$ cat src/rtl/rx_pkt_deframer.sv
`default_nettype none
// ============================================================================
// Module      : rx_pkt_deframer
// Description : Locks onto A5/5A packet sync in the radio RX byte stream,
//               verifies the XOR checksum and unpacks 3-byte groups into
//               12-bit pixel pairs. Only verified packets are replayed from
//               the pixel buffer as an optional FraimSync pulse followed by
//               a burst of RxData/RxValid.
// Revision    : 1.0 - initial release
// ============================================================================
module rx_pkt_deframer #(
    parameter int PAIRS_MAX = 32
) (
    input  logic        Cclk,
    input  logic        rst,
    input  logic [7:0]  RxByte,
    input  logic        RxByteValid,
    output logic        RxByteReady,
    output logic        FraimSync,
    output logic [11:0] RxData,
    output logic        RxValid,
    output logic [15:0] PktCnt,
    output logic [7:0]  ErrCnt
);

    localparam int c_NPIX = 2 * PAIRS_MAX;
    localparam int c_BW   = $clog2(3 * PAIRS_MAX + 1);
    localparam int c_PW   = $clog2(c_NPIX + 1);
    localparam int c_AW   = (c_NPIX > 1) ? $clog2(c_NPIX) : 1;

    localparam logic [7:0] c_SYNC0   = 8'hA5;
    localparam logic [7:0] c_SYNC1   = 8'h5A;
    localparam logic [7:0] c_LEN_MAX = 8'(PAIRS_MAX);

    localparam logic [2:0] c_ST_HUNT0    = 3'd0;
    localparam logic [2:0] c_ST_HUNT1    = 3'd1;
    localparam logic [2:0] c_ST_FLAGS    = 3'd2;
    localparam logic [2:0] c_ST_LEN      = 3'd3;
    localparam logic [2:0] c_ST_PAYLOAD  = 3'd4;
    localparam logic [2:0] c_ST_CHECK    = 3'd5;
    localparam logic [2:0] c_ST_SYNC_OUT = 3'd6;
    localparam logic [2:0] c_ST_DRAIN    = 3'd7;

    logic [2:0]      r_state;
    logic [7:0]      r_chk;
    logic            r_frame;
    logic [c_BW-1:0] r_bytes_left;
    logic [c_PW-1:0] r_npix;
    logic [c_PW-1:0] r_rd_idx;
    logic [c_AW-1:0] r_wr_idx;
    logic [1:0]      r_phase;
    logic [7:0]      r_hi;
    logic [3:0]      r_nib;
    logic            r_ready;
    logic            r_fsync;
    logic [11:0]     r_data;
    logic            r_valid;
    logic [15:0]     r_pkt;
    logic [7:0]      r_err;
    logic [11:0]     r_buf [0:c_NPIX-1];

    logic            w_xfer;
    logic [c_BW-1:0] w_len_bw;
    logic [c_BW-1:0] w_len3;
    logic [c_PW-1:0] w_len_pw;
    logic [c_PW-1:0] w_npix;
    logic            w_len_bad;
    logic [7:0]      w_chk_next;
    logic [7:0]      w_err_next;
    logic [c_AW-1:0] w_rd_addr;
    logic            w_buf_we;
    logic [11:0]     w_buf_wdata;

    assign w_xfer     = RxByteValid && r_ready;
    assign w_len_bw   = c_BW'(RxByte);
    assign w_len3     = (w_len_bw << 1) + w_len_bw;
    assign w_len_pw   = c_PW'(RxByte);
    assign w_npix     = w_len_pw << 1;
    assign w_len_bad  = (RxByte == 8'd0) || (RxByte > c_LEN_MAX);
    assign w_chk_next = r_chk ^ RxByte;
    assign w_err_next = (r_err == 8'hFF) ? r_err : r_err + 8'd1;

    assign RxByteReady = r_ready;
    assign FraimSync   = r_fsync;
    assign RxData      = r_data;
    assign RxValid     = r_valid;
    assign PktCnt      = r_pkt;
    assign ErrCnt      = r_err;

    // Buffer write address/data: the first byte of a group is only held, the
    // second completes pixel A and the third completes pixel B.
    always_comb begin
        w_buf_we    = 1'b0;
        w_buf_wdata = {r_nib, RxByte};
        w_rd_addr   = '0;
        if (w_xfer && (r_state == c_ST_PAYLOAD) && (r_phase != 2'd0)) begin
            w_buf_we = 1'b1;
        end
        if (r_phase == 2'd1) begin
            w_buf_wdata = {r_hi, RxByte[7:4]};
        end
        if (r_state == c_ST_DRAIN) begin
            w_rd_addr = r_rd_idx[c_AW-1:0];
        end
    end

    // Pixel buffer; contents are don't-care until a packet has been written.
    always_ff @(posedge Cclk) begin
        if (w_buf_we) begin
            r_buf[r_wr_idx] <= w_buf_wdata;
        end
    end

    // Packet parser / drain sequencer with registered outputs.
    always_ff @(posedge Cclk) begin
        if (rst) begin
            r_state      <= c_ST_HUNT0;
            r_chk        <= '0;
            r_frame      <= 1'b0;
            r_bytes_left <= '0;
            r_npix       <= '0;
            r_rd_idx     <= '0;
            r_wr_idx     <= '0;
            r_phase      <= '0;
            r_hi         <= '0;
            r_nib        <= '0;
            r_ready      <= 1'b1;
            r_fsync      <= 1'b0;
            r_data       <= '0;
            r_valid      <= 1'b0;
            r_pkt        <= '0;
            r_err        <= '0;
        end else begin
            r_fsync <= 1'b0;
            r_valid <= 1'b0;
            case (r_state)
                c_ST_HUNT0: begin
                    if (w_xfer && (RxByte == c_SYNC0)) begin
                        r_state <= c_ST_HUNT1;
                    end
                end
                c_ST_HUNT1: begin
                    if (w_xfer) begin
                        if (RxByte == c_SYNC1) begin
                            r_state <= c_ST_FLAGS;
                        end else if (RxByte != c_SYNC0) begin
                            r_state <= c_ST_HUNT0;
                        end
                    end
                end
                c_ST_FLAGS: begin
                    if (w_xfer) begin
                        r_frame <= RxByte[0];
                        r_chk   <= RxByte;
                        r_state <= c_ST_LEN;
                    end
                end
                c_ST_LEN: begin
                    if (w_xfer) begin
                        if (w_len_bad) begin
                            r_err   <= w_err_next;
                            r_state <= c_ST_HUNT0;
                        end else begin
                            r_chk        <= w_chk_next;
                            r_bytes_left <= w_len3;
                            r_npix       <= w_npix;
                            r_wr_idx     <= '0;
                            r_phase      <= '0;
                            r_state      <= c_ST_PAYLOAD;
                        end
                    end
                end
                c_ST_PAYLOAD: begin
                    if (w_xfer) begin
                        r_chk        <= w_chk_next;
                        r_bytes_left <= r_bytes_left - c_BW'(1);
                        case (r_phase)
                            2'd0: begin
                                r_hi    <= RxByte;
                                r_phase <= 2'd1;
                            end
                            2'd1: begin
                                r_nib    <= RxByte[3:0];
                                r_wr_idx <= r_wr_idx + c_AW'(1);
                                r_phase  <= 2'd2;
                            end
                            default: begin
                                r_wr_idx <= r_wr_idx + c_AW'(1);
                                r_phase  <= 2'd0;
                            end
                        endcase
                        if (r_bytes_left == c_BW'(1)) begin
                            r_state <= c_ST_CHECK;
                        end
                    end
                end
                c_ST_CHECK: begin
                    if (w_xfer) begin
                        if (RxByte != r_chk) begin
                            r_err   <= w_err_next;
                            r_state <= c_ST_HUNT0;
                        end else begin
                            r_pkt   <= r_pkt + 16'd1;
                            r_ready <= 1'b0;
                            if (r_frame) begin
                                r_fsync <= 1'b1;
                                r_state <= c_ST_SYNC_OUT;
                            end else begin
                                // Non-frame packets start streaming on the very next cycle.
                                r_valid  <= 1'b1;
                                r_data   <= r_buf[w_rd_addr];
                                r_rd_idx <= c_PW'(1);
                                r_state  <= c_ST_DRAIN;
                            end
                        end
                    end
                end
                c_ST_SYNC_OUT: begin
                    r_valid  <= 1'b1;
                    r_data   <= r_buf[w_rd_addr];
                    r_rd_idx <= c_PW'(1);
                    r_state  <= c_ST_DRAIN;
                end
                c_ST_DRAIN: begin
                    if (r_rd_idx == r_npix) begin
                        r_ready <= 1'b1;
                        r_state <= c_ST_HUNT0;
                    end else begin
                        r_valid  <= 1'b1;
                        r_data   <= r_buf[w_rd_addr];
                        r_rd_idx <= r_rd_idx + c_PW'(1);
                    end
                end
                default: begin
                    r_ready <= 1'b1;
                    r_state <= c_ST_HUNT0;
                end
            endcase
        end
    end

endmodule
`default_nettype wire

$ cat config.mk
export PLATFORM = sky130hd
export DESIGN_NAME = rx_pkt_deframer
export DESIGN_NICKNAME = d
export VERILOG_FILES = /design/src/rtl/rx_pkt_deframer.sv
export SDC_FILE = /design/constraint.sdc
export NUM_CORES = 1
export LEC_CHECK = 0
export BUFFER_PORTS_ARGS = -buffer_cell sky130_fd_sc_hd__buf_2
export CAP_MARGIN = 20
export CORE_ASPECT_RATIO = 1.25
export CORE_MARGIN = 2
export CORE_UTILIZATION = 45
export DETAILED_ROUTE_END_ITERATION = 10
export PLACE_DENSITY = 0.61
export SLEW_MARGIN = 20
export SYNTH_ARGS = -nofsm -noshare
export SYNTH_HDL_FRONTEND = slang
export SYNTH_SLANG_ARGS = --single-unit
$ cat constraint.sdc
create_clock -name Cclk -period 4 [get_ports Cclk]
set_input_delay 0.8 -clock Cclk [delete_from_list [all_inputs] [get_ports Cclk]]
set_output_delay 0.8 -clock Cclk [all_outputs]
set_load 0.005 [all_outputs]
==> impl_metrics.toml <==
[detailed_routing]
first_pass_iters = 6
drcViolationCount = 0
drt-initial-drc-count = 2526
routed_len_inst_um = 27.3
viasPerCell = 6.24
via_count = 22024
routed_wirelength_mm = 96.4
route.antenna.remaining_nets = 0

[job]
timing.max_cap.violations = 0

[yosys]
asyncSetResetFlopFracSynth_pct = 0
synth_top_family_by_area = "compound AO/OA/AOI/OAI gates"
synth_fa_ha_area_share_pct = 0.779
post_synth_inst_count = 2383
synth-xor-area-share_pct = 0.984
synth-simple-area-share_pct = 8.20
count_leader_synth = "sky130_fd_sc_hd__edfxtp_1"
yosys_warnings = 0
muxShareOfSynthArea_pct = 5.60
number_of_enable_flip_flop_cells_after_synthesis = 768
synthDistinctLibCells = 70
synth_compound_area_share_pct = 10.3
netlist_area_um2 = 34700
synth.net_count = 2415
synth.avg_cell_area_um2 = 14.6
netlist.area_leader.share_pct = 66.5
synth-main-ff-cell = "sky130_fd_sc_hd__edfxtp_1"
synth_seq_area_share_pct = 71.7
yosys-top-cells-count = "768 x sky130_fd_sc_hd__edfxtp_1, 196 x sky130_fd_sc_hd__nor2_1, 115 x sky130_fd_sc_hd__clkbuf_1, 115 x sky130_fd_sc_hd__o22ai_1, 94 x sky130_fd_sc_hd__nand2_1"
yosys-top-cells-area = "sky130_fd_sc_hd__edfxtp_1 66%, sky130_fd_sc_hd__dfxtp_1 5.2%, sky130_fd_sc_hd__mux2i_1 2.5%"
synth-seq-cells = 859
synthDominantAreaCellType = "sky130_fd_sc_hd__edfxtp_1"

[cells_and_area]
drive_gt1_share_pct = 16.4
postLayoutCoreUtil_pct = 52.1
area_delta_synth_final_pct = 14.4
register_area_um2 = 24900
fillers = 6206
n_antenna_cell = 0
final_nets = 2518
final_non_filler_cells = 3532
multi_input_comb_area_um2 = 9070

[sta]
period_utilization_pct = 93.2
skew_ns = 0.0301
setup_viol = 0
finalWorstPathRequiredPeriod_ns = 3.73
max_freq_mhz = 268
finalHoldViolCount = 0
max_slew.worst_pin.slew_ns = 1.12
timing_max_transition_violations_final = 0
rsz0062_at_grt = "false"
worst_slew_slack_as_a_fraction_of_its_limit_pct = 24.4

[clock_network]
tritoncts = "done"
cts_resized = 0
holdBufCountCts = 0
clock_latency_ns = 0.66
max-clock-path-buffers = 3
clock_sink_count = 859
post-cts-setup-buffer-count = 0
cts_max_level = 3
cts_buffers = 84
clkTransAtPathRegs_ns = 0.07
cts-root-buf = "sky130_fd_sc_hd__clkbuf_16"

[placement]
finalWeightedCongestion = 0.901
place_inst = 3376
detailedPlacementHpwl_mm = 60.0
place.port_buffers = 49

[grt]
antenna_found_initial = 2
grt_first_pass_wirelength_mm = 142
grt_usage_pct = 24.2
grt.overflow.total = 0
grt_pass1_vias = 21501
largest_net_degree_at_the_start_of_global_routing = 143

[worst_hold_path]
type_of_the_most_critical_hold_path = "register to register"

[die]
starting_density_of_the_core_pct = 45.5
fp.dieH_um = 314
die_width_um = 252
ios = 50
fp.coreArea_um2 = 76200
design.die.area_um2 = 79400
rows = 113

[power_and_ir_drop]
power_density_nw_per_um2 = 463
total_leakage_power_uw = 0.0132
ir_worst_vdd_mv = 0.399
power.total_uw = 18400

[critical_path]
cp_max_fo = 17
cp-start-kind = "register"
endpoint_class_of_the_critical_path = "register"
critPathKind = "register to register"
required_ns = 4.53
timing.critical_path.arrival_ns = 4.26

[status]
outcome = "finished, final reports clean"
==> stage by stage <==
stage / area, um^2 / TNS, ns / hold WS (ns) / setup slack (ns)
final: 39700 / 0 / 0.469 / 0.271
after global routing: 39700 / 0 / 0.485 / 0.190
after CTS: 39700 / 0 / 0.471 / 0.301
after detailed placement: 36700 / 0 / 0.459 / 0.247
after global placement: 36700 / 0 / 0.456 / 0.424
after floorplan: 34700 / -14.28 / 0.445 / -0.112
==> layout by cell type, fill, tap and decap left out, types with 17 or more instances in the layout <==
master,synthesis,layout
sky130_fd_sc_hd__dfxtp_1,91,89
sky130_fd_sc_hd__nand2_1,94,94
sky130_fd_sc_hd__ha_1,20,20
sky130_fd_sc_hd__mux4_2,24,24
sky130_fd_sc_hd__nor3_1,40,40
sky130_fd_sc_hd__a221oi_1,60,60
sky130_fd_sc_hd__o22ai_1,115,115
sky130_fd_sc_hd__buf_4,6,128
sky130_fd_sc_hd__clkbuf_16,0,85
sky130_fd_sc_hd__o211ai_1,34,34
sky130_fd_sc_hd__a22oi_1,24,24
sky130_fd_sc_hd__a21oi_1,68,68
sky130_fd_sc_hd__mux2_2,49,49
sky130_fd_sc_hd__nor2_1,196,196
sky130_fd_sc_hd__o221ai_1,27,27
sky130_fd_sc_hd__nand3_1,69,69
sky130_fd_sc_hd__o21ai_0,68,60
sky130_fd_sc_hd__inv_1,39,39
sky130_fd_sc_hd__a31oi_1,56,56
sky130_fd_sc_hd__nand2b_1,17,17
sky130_fd_sc_hd__buf_2,33,49
sky130_fd_sc_hd__mux2i_1,85,85
sky130_fd_sc_hd__nor4_1,21,21
sky130_fd_sc_hd__edfxtp_1,768,768
sky130_fd_sc_hd__xnor2_1,28,28
sky130_fd_sc_hd__nand4_1,23,23
sky130_fd_sc_hd__or3_1,37,37
sky130_fd_sc_hd__a2bb2oi_1,20,20
==> cell families (layout without fill, tap and decap cells) <==
logic type      count (synthesis)  count (layout)
flops                         859             859
buf+inv                       211             383
compound gates                522             522
simple gates                  573             573
fa+ha+maj                      21              21
mux                           158             158
xor+xnor                       39              39
==> cell type report <==
cell class                      instances  share of cell area [%]
Sequential cell                       859                    62.7
Multi-Input combinational cell       1313                    22.8
Clock buffer                           97                    5.49
Timing Repair Buffer                  188                    3.61
Tap cell                              977                    3.08
Clock inverter                         58                    1.92
Inverter                               40                   0.378
==> power breakdown <==
group	leakage, uW	switching [uW]	total, uW	internal (uW)
clock	0.00143	3470	8450	4980
combinational	0.00343	176	223	46.7
sequential	0.00831	0.183	9710	9710
==> critical path, cell delays in order, from the launching register on <==
cell and delay (ns):
sky130_fd_sc_hd__dfxtp_1 0.55, sky130_fd_sc_hd__buf_4 0.26, sky130_fd_sc_hd__and3_1 0.81, sky130_fd_sc_hd__nand4b_1 0.83, sky130_fd_sc_hd__o22ai_1 0.41, sky130_fd_sc_hd__nor4_1 0.15, sky130_fd_sc_hd__a31oi_1 0.39, sky130_fd_sc_hd__a311oi_1 0.17
==> per-layer routing <==
| layer | vias to the layer above | track usage [%] | wire length, um |
|---|---|---|---|
| li1 | 9590 | - | - |
| met4 | 4 | 12.8 | 5130 |
| met5 | - | 0 | 23 |
| met2 | 1056 | 39.4 | 46600 |
| met1 | 11158 | 31.5 | 37400 |
| met3 | 216 | 3.38 | 7270 |
==> registers in the layout, summed over array words and instances (netlist names), 4 cells and up <==
signal	count
ErrCnt	8
r_rd_idx	7
r_bytes_left	7
r_hi	8
RxData	12
r_npix	6
r_wr_idx	6
PktCnt	16
r_chk	8
r_buf	768
r_nib	4
==> final timing paths <==
| check | from | end | slack (ns) | cells after the start |
|---|---|---|---|---|
| setup / recovery | r_state[2] | RxData[6] | 0.27 | 7 |
| hold / removal | r_phase[0] | r_phase[0] | 0.47 | 2 |
| setup reg to reg | r_state[2] | RxData[6] | 0.27 | 7 |
| hold reg to reg | r_phase[0] | r_phase[0] | 0.47 | 2 |
(Power assumes the default switching activity.)
